--- src/rtl/conv_adder_tree_acc_pkg.sv ---
// Shared constants, width helpers and accumulator FSM encoding for the
// convolution adder tree / channel accumulator.
package conv_adder_pkg;

  function automatic int clog2(input int n);
    int r;
    r = 0;
    while ((1 << r) < n) r++;
    return r;
  endfunction

  // operand count after k pairwise levels: ceil(n / 2^k)
  function automatic int lvl_n(input int n, input int k);
    return (n + (1 << k) - 1) >> k;
  endfunction

  localparam int N_IN_DEF      = 3;
  localparam int IN_W_DEF      = 19;
  localparam int ACC_EXTRA_DEF = 4;
  localparam int D             = clog2(N_IN_DEF);
  localparam int SUM_W         = IN_W_DEF + D;
  localparam int ACC_W         = SUM_W + ACC_EXTRA_DEF;

  typedef enum logic {IDLE, ACCUM} acc_state_e;

endpackage

--- src/rtl/conv_adder_tree_acc_if.sv ---
// Beat / result bus between the convolution datapath and the adder tree.
interface conv_adder_tree_acc_if
  import conv_adder_pkg::*;
#(
  parameter int N_IN   = N_IN_DEF,
  parameter int IN_W   = IN_W_DEF,
  parameter int ACC_WI = ACC_W
);
  logic                   in_valid;
  logic                   in_first;
  logic                   in_last;
  logic [N_IN*IN_W-1:0]   in_data;
  logic                   out_valid;
  logic [ACC_WI-1:0]      out_data;
  logic                   out_overflow;

  modport master (output in_valid, in_first, in_last, in_data,
                  input  out_valid, out_data, out_overflow);
  modport slave  (input  in_valid, in_first, in_last, in_data,
                  output out_valid, out_data, out_overflow);
endinterface

--- src/rtl/conv_adder_tree_level.sv ---
// One registered pairwise-add level: adjacent operands are sign-extended by
// one bit and summed; an odd trailing operand is sign-extended and passed on.
module conv_adder_tree_level #(
  parameter  int N  = 3,
  parameter  int W  = 19,
  localparam int NO = (N + 1) / 2
) (
  input  logic               clk,
  input  logic               reset,
  input  logic               enable,
  input  logic [N*W-1:0]     i_data,
  output logic [NO*(W+1)-1:0] o_data
);

  logic [NO*(W+1)-1:0] w_nxt;

  for (genvar j = 0; j < NO; j++) begin : g_pair
    logic [W-1:0] w_a;
    assign w_a = i_data[2*j*W +: W];
    if (2*j + 1 < N) begin : g_add
      logic [W-1:0] w_b;
      assign w_b = i_data[(2*j+1)*W +: W];
      assign w_nxt[j*(W+1) +: W+1] = {w_a[W-1], w_a} + {w_b[W-1], w_b};
    end else begin : g_pass
      assign w_nxt[j*(W+1) +: W+1] = {w_a[W-1], w_a};
    end
  end

  always_ff @(posedge clk) begin
    if (reset)       o_data <= '0;
    else if (enable) o_data <= w_nxt;
  end

endmodule

--- src/rtl/conv_adder_tree_acc.sv ---
// Pipelined signed adder tree plus multi-beat channel accumulator.
// Optional build macro CONV_ADDER_RELU_EN clamps negative emitted results to 0.
module conv_adder_tree_acc
  import conv_adder_pkg::*;
#(
  parameter int N_IN      = N_IN_DEF,
  parameter int IN_W      = IN_W_DEF,
  parameter int ACC_EXTRA = ACC_EXTRA_DEF
) (
  input  logic                   clk,
  input  logic                   reset,
  input  logic                   enable,
  conv_adder_tree_acc_if.slave   bus
);

  localparam int TD     = clog2(N_IN);
  localparam int TSUM_W = IN_W + TD;
  localparam int TACC_W = TSUM_W + ACC_EXTRA;

  // ---- tree levels
  for (genvar k = 0; k < TD; k++) begin : g_lvl
    localparam int NI = lvl_n(N_IN, k);
    localparam int WI = IN_W + k;
    localparam int NO = lvl_n(N_IN, k + 1);
    logic [NI*WI-1:0]     w_in;
    logic [NO*(WI+1)-1:0] w_out;
    if (k == 0) begin : g_src
      assign w_in = bus.in_data;
    end else begin : g_src
      assign w_in = g_lvl[k-1].w_out;
    end
    conv_adder_tree_level #(.N(NI), .W(WI)) u_lvl (
      .clk    (clk),
      .reset  (reset),
      .enable (enable),
      .i_data (w_in),
      .o_data (w_out)
    );
  end

  logic [TSUM_W-1:0] w_sum;
  assign w_sum = g_lvl[TD-1].w_out;

  // ---- sideband, aligned with the tree output at bit TD-1
  logic [TD-1:0] r_vld_pipe, r_first_pipe, r_last_pipe;

  always_ff @(posedge clk) begin
    if (reset) begin
      r_vld_pipe   <= '0;
      r_first_pipe <= '0;
      r_last_pipe  <= '0;
    end else if (enable) begin
      r_vld_pipe   <= TD'({r_vld_pipe,   bus.in_valid});
      r_first_pipe <= TD'({r_first_pipe, bus.in_first});
      r_last_pipe  <= TD'({r_last_pipe,  bus.in_last});
    end
  end

  logic w_beat, w_first, w_last;
  assign w_beat  = r_vld_pipe[TD-1];
  assign w_first = r_first_pipe[TD-1];
  assign w_last  = r_last_pipe[TD-1];

  // ---- accumulator and FSM
  acc_state_e               r_state, w_state_nxt;
  logic signed [TACC_W-1:0] r_acc, w_acc_nxt, w_sext, w_add;
  logic                     r_sticky, w_sticky_nxt, w_add_ovf, w_emit;
  logic                     r_out_valid, r_out_ovf;
  logic [TACC_W-1:0]        r_out_data, w_out_nxt;

  assign w_sext    = TACC_W'($signed(w_sum));
  assign w_add     = r_acc + w_sext;
  assign w_add_ovf = (r_acc[TACC_W-1] == w_sext[TACC_W-1]) &&
                     (w_add[TACC_W-1] != r_acc[TACC_W-1]);

  always_comb begin
    w_state_nxt  = r_state;
    w_acc_nxt    = r_acc;
    w_sticky_nxt = r_sticky;
    w_emit       = 1'b0;
    if (w_beat) begin
      // a beat arriving in IDLE always opens a fresh group
      if (r_state == IDLE || w_first) begin
        w_acc_nxt    = w_sext;
        w_sticky_nxt = 1'b0;
      end else begin
        w_acc_nxt    = w_add;
        w_sticky_nxt = r_sticky | w_add_ovf;
      end
      if (w_last) begin
        w_emit      = 1'b1;
        w_state_nxt = IDLE;
      end else begin
        w_state_nxt = ACCUM;
      end
    end
  end

`ifdef CONV_ADDER_RELU_EN
  assign w_out_nxt = w_acc_nxt[TACC_W-1] ? '0 : w_acc_nxt;
`else
  assign w_out_nxt = w_acc_nxt;
`endif

  always_ff @(posedge clk) begin
    if (reset) begin
      r_state     <= IDLE;
      r_acc       <= '0;
      r_sticky    <= 1'b0;
      r_out_valid <= 1'b0;
      r_out_data  <= '0;
      r_out_ovf   <= 1'b0;
    end else if (enable) begin
      r_state     <= w_state_nxt;
      r_acc       <= w_acc_nxt;
      r_sticky    <= w_sticky_nxt;
      r_out_valid <= w_emit;
      if (w_emit) begin
        r_out_data <= w_out_nxt;
        r_out_ovf  <= w_sticky_nxt;
      end
    end
  end

  assign bus.out_valid    = r_out_valid;
  assign bus.out_data     = r_out_data;
  assign bus.out_overflow = r_out_ovf;

endmodule

--- src/flat_wrapper.sv ---
// flat-port wrapper written by rule: the top's interface ports become plain ports
module conv_adder_tree_acc_flat import conv_adder_pkg::*;
#(
  parameter int N_IN      = N_IN_DEF,
  parameter int IN_W      = IN_W_DEF,
  parameter int ACC_EXTRA = ACC_EXTRA_DEF
)
  (clk, reset, enable, bus_in_valid, bus_in_first, bus_in_last, bus_in_data, bus_out_valid, bus_out_data, bus_out_overflow);
  conv_adder_tree_acc_if #(.N_IN(N_IN), .IN_W(IN_W)) bus_i ();
  input  logic clk;
  input  logic reset;
  input  logic enable;
  input wire logic [$bits(bus_i.in_valid)-1:0] bus_in_valid;
  input wire logic [$bits(bus_i.in_first)-1:0] bus_in_first;
  input wire logic [$bits(bus_i.in_last)-1:0] bus_in_last;
  input wire logic [$bits(bus_i.in_data)-1:0] bus_in_data;
  output wire logic [$bits(bus_i.out_valid)-1:0] bus_out_valid;
  output wire logic [$bits(bus_i.out_data)-1:0] bus_out_data;
  output wire logic [$bits(bus_i.out_overflow)-1:0] bus_out_overflow;
  assign bus_i.in_valid = bus_in_valid;
  assign bus_i.in_first = bus_in_first;
  assign bus_i.in_last = bus_in_last;
  assign bus_i.in_data = bus_in_data;
  assign bus_out_valid = bus_i.out_valid;
  assign bus_out_data = bus_i.out_data;
  assign bus_out_overflow = bus_i.out_overflow;
  conv_adder_tree_acc #(.N_IN(N_IN), .IN_W(IN_W), .ACC_EXTRA(ACC_EXTRA)) u_core (.clk(clk), .reset(reset), .enable(enable), .bus(bus_i));
endmodule
--- config.mk ---
export PLATFORM = sky130hd
export DESIGN_NAME = conv_adder_tree_acc_flat
export DESIGN_NICKNAME = d
export VERILOG_FILES = /design/src/rtl/conv_adder_tree_acc_pkg.sv /design/src/rtl/conv_adder_tree_acc_if.sv /design/src/rtl/conv_adder_tree_level.sv /design/src/rtl/conv_adder_tree_acc.sv /design/src/flat_wrapper.sv
export SDC_FILE = /design/constraint.sdc
export NUM_CORES = 1
export LEC_CHECK = 0
export CAP_MARGIN = 15
export CORE_MARGIN = 2
export CORE_UTILIZATION = 45
export DETAILED_ROUTE_END_ITERATION = 8
export DONT_BUFFER_PORTS = 1
export HOLD_SLACK_MARGIN = 0.02
export PLACE_DENSITY_LB_ADDON = 0.12
export SYNTH_ARGS = -nofsm -noshare
export SYNTH_HDL_FRONTEND = slang
export SYNTH_SLANG_ARGS = --single-unit
export TNS_END_PERCENT = 20
--- constraint.sdc ---
create_clock -name clk -period 4.4 [get_ports clk]
set_input_delay 0.44 -clock clk [delete_from_list [all_inputs] [get_ports clk]]
set_output_delay 0.44 -clock clk [all_outputs]
set_load 0.1 [all_outputs]
==> results by group <==
Place
  • Gpl congestion: 0.8814
  • Post-DP HPWL: 13250 um
  • Inst Count DP: approximately 1100
  • Number of buffers added on ports: 0

Min path
  • Hold Crit Class: input port to flop
  • Worst min-delay path startpoint: reset
  • Hold EP: u_core.g_lvl[0].u_lvl.o_data[8]$_SDFFE_PP0P_
  • Hold path depth: 1

Worst setup path
  • FF-to-FF path depth: 10
  • Critical path class: flop to flop
  • FF-to-FF End: u_core.r_acc[24]$_SDFFE_PP0P_
  • Crit. End Element: flop
  • CP Max Fanout: 4
  • Startpoint types: flop
  • R2r setup slk: approximately 1.2 ns
  • Critical Path AT: between 3 and 4 ns
  • FF-to-FF Start: u_core.g_lvl[1].u_lvl.o_data[0]$_SDFFE_PP0P_
  • Required time of the critical path: 4.70 ns

Timing
  • Final setup fails: 0
  • Slew margin rel.: around a third
  • Fin. max-slew vios: 0
  • Tmin final: roughly 3.2 ns
  • Slew @ Worst Pin: 1.022 ns
  • Fin. Hold Viols: 0
  • RSZ-0062 raised after global routing: no
  • Period Utilization, post-route: slightly above 70%
  • Setup TNS: 0 ns
  • Worst Skew: 0.01052 ns
  • Fmax: roughly 320 MHz

Clock network
  • Setup bufs post-CTS: 0
  • Worst-skew pair later-pin latency: roughly 0.42 ns
  • Clk buf depth: 2
  • Num CTS Buffers: 17
  • H-tree Lvls: 4
  • Root buffer cell: clkbuf_16
  • # clock sinks: 120
  • Clk slew on worst S/H paths: 0.06 ns
  • CTS Hold Bufs: 0
  • PostCTS Resize Cnt: 0
  • TritonCTS clock tree: built

Global route
  • Vias in the first global route: about 6200
  • Initial antenna violation count: 0
  • Wire length of the first global-routing pass: around 30000 um
  • GRT Residual Overflow: 0
  • Largest net degree at the start of global routing: 84
  • Total GRT Usage: 21.47%

Die
  • Area of the core: roughly 16000 um^2
  • Num ports: 90
  • Row Count: between 40 and 50
  • Starting density of the core: 46.28%
  • Die X: 132.0 um
  • DIE HEIGHT: ~130 um
  • Die Area: 17440 um^2

Power and ir drop
  • Power per cell area: around 380 nW/um^2
  • Power Total: 0.003063 W
  • P_leak: 3.562 nW
  • Peak supply drop: 0.2521 mV

Layout
  • Area Overhead vs Synth: 10.46%
  • Ant diodes: 0
  • Final std cells w/o fill: roughly 1100
  • Fraction of final layout cells sized beyond drive strength 1: slightly above 6%
  • Final net count: ~1000

Drt
  • Routed len/inst: 16.88 um
  • Post-DRT Antenna Nets: 0
  • Vias: approximately 6300
  • Final WL: 18350 um
  • Remaining DRCs: 0
  • First-pass DRT Iterations: 5
  • Vias/cell: approximately 5.7
  • 1st-iter DRT viols: 299

Synth
  • Cells after Synth: around 870
  • Synth warn: 0
  • Number of synthesized register bits: between 100 and 150
  • FFs w/ async S/R, synth: 0%
  • Post-synth EDFFs: 0
  • Most used DFF post-synth: dfxtp_1
  • Netlist cell types: 71
  • Post-Syn Area: between 7000 and 8000 um^2
  • Post-Syn Nets: approximately 1000
  • Sequential share of the synthesized area: approximately 33%
  • Mapped Avg Cell Area: about 8.4 um^2

Run
  • Maxcap violations: 0

Run status
  • Status: finished, final reports clean
synthesized netlist by cell type, types with 5 or more instances:
| cell | count | area share, % |
|---|---|---|
| a21boi_0 | 5 | 0.51 |
| a311o_1 | 5 | 0.68 |
| clkbuf_1 | 32 | 1.6 |
| nand4_1 | 5 | 0.42 |
| a2111oi_0 | 5 | 0.59 |
| o211ai_1 | 7 | 0.71 |
| and2_1 | 5 | 0.42 |
| nor3_1 | 27 | 1.8 |
| a211oi_1 | 18 | 1.8 |
| o21ai_0 | 56 | 3.8 |
| nor2_1 | 108 | 5.5 |
| buf_1 | 6 | 0.31 |
| o21a_1 | 7 | 0.71 |
| a21o_1 | 29 | 3.0 |
| xor2_1 | 23 | 2.7 |
| nand2b_1 | 7 | 0.59 |
| mux2i_1 | 48 | 6.5 |
| and3_1 | 9 | 0.76 |
| nand2_1 | 71 | 3.6 |
| xnor2_1 | 20 | 2.4 |
| ha_1 | 63 | 11 |
| a21oi_1 | 57 | 3.9 |
| nand3_1 | 14 | 0.95 |
| dfxtp_1 | 120 | 33 |
| or3_1 | 5 | 0.42 |
| inv_1 | 17 | 0.86 |
| a31oi_1 | 12 | 1.0 |
| a221o_1 | 5 | 0.68 |
| nor2b_1 | 7 | 0.59 |
cell type report:
class	count	area (um^2)
Clock inverter	9	148.9
Sequential cell	120	2402
Inverter	18	67.56
Tap cell	216	270.3
Multi-Input combinational cell	696	4762
Timing Repair Buffer	6	45.04
Fill cell	1537	7792
Clock buffer	22	454.2
registers in the layout, summed over array words and instances (netlist names):
register and cells:
u_core.r_acc 25, u_core.bus.out_valid 1, u_core.bus.out_data 25, u_core.r_vld_pipe 2
u_core.bus.out_overflow 1, u_core.r_last_pipe 2, u_core.g_lvl.u_lvl.o_data 60, u_core.r_first_pipe 2
u_core.r_sticky 1, u_core.r_state 1
per-stage QoR:
step | util, % | setup WS, ns | instance area [um^2] | hold slack [ns]
6_report | 51.12 | 1.248 | 8150 | 0.09570
5_1_grt | 51.12 | 1.107 | 8150 | 0.07358
4_1_cts | 51.12 | 1.264 | 8150 | 0.07970
3_5_place_dp | 47.34 | 1.211 | 7547 | 0.4449
3_3_place_gp | 47.34 | 1.259 | 7547 | 0.4382
2_1_floorplan | - | 1.530 | 7378 | 0.4355
per-layer routing:
layer / GRT usage [%] / routed length, um
met2: 35.79 / 8581
met1: 26.66 / 8553
met5: 0 / 0
met4: 7.307 / 334
met3: 6.075 / 884
critical path, cell delays in order (launching register included):
cell       delay (ns)
dfxtp_1          0.32
ha_1             0.24
fa_1             0.46
a211oi_2         0.33
o211ai_2         0.14
and2_4           0.18
a211o_2          0.33
o21a_4           0.24
a2111oi_4        0.30
o32ai_1          0.12
a311o_1          0.37
kinds of logic after synthesis:
kind of cell / share of synthesized area [%]
fa+ha+maj: 11.50
simple gates: 17.06
compound gates: 24.13
flops: 32.56
xor+xnor: 5.104
buf+inv: 2.985
mux: 6.664
report_power, final:
| group | total [W] | internal (W) | switching [W] |
|---|---|---|---|
| clock network | 0.00144 | 0.000955 | 0.000487 |
| logic | 0.000432 | 0.000189 | 0.000242 |
| registers | 0.00119 | 0.00114 | 0.0000469 |
how the worst max path moves through the flow:
stage,start,end,slack [ns],cells after the start
after floorplan,u_core.g_lvl[1].u_lvl.o_data[0]$_SDFFE_PP0P_,u_core.r_acc[24]$_SDFFE_PP0P_,1.53,10
after global placement,bus_in_data[0],u_core.g_lvl[0].u_lvl.o_data[16]$_SDFFE_PP0P_,1.26,11
after detailed placement,bus_in_data[0],u_core.g_lvl[0].u_lvl.o_data[16]$_SDFFE_PP0P_,1.21,11
after CTS,u_core.g_lvl[1].u_lvl.o_data[0]$_SDFFE_PP0P_,u_core.r_acc[24]$_SDFFE_PP0P_,1.26,10
after global routing,u_core.g_lvl[1].u_lvl.o_data[0]$_SDFFE_PP0P_,u_core.r_acc[24]$_SDFFE_PP0P_,1.11,10
final,u_core.g_lvl[1].u_lvl.o_data[0]$_SDFFE_PP0P_,u_core.r_acc[24]$_SDFFE_PP0P_,1.25,10
cell usage in the layout (no fill, tap or decap), drive strengths merged, types with 17 or more instances in the layout:
cell / synthesis / layout
dfxtp: 120 / 120
nor2: 108 / 108
nand2: 71 / 71
ha: 63 / 63
o21ai: 60 / 60
a21oi: 58 / 58
mux2i: 48 / 48
a21o: 30 / 30
nor3: 27 / 27
xor2: 23 / 23
clkbuf: 32 / 22
xnor2: 20 / 20
a211oi: 19 / 19
inv: 17 / 17
Power figures use the tool's default switching activity.
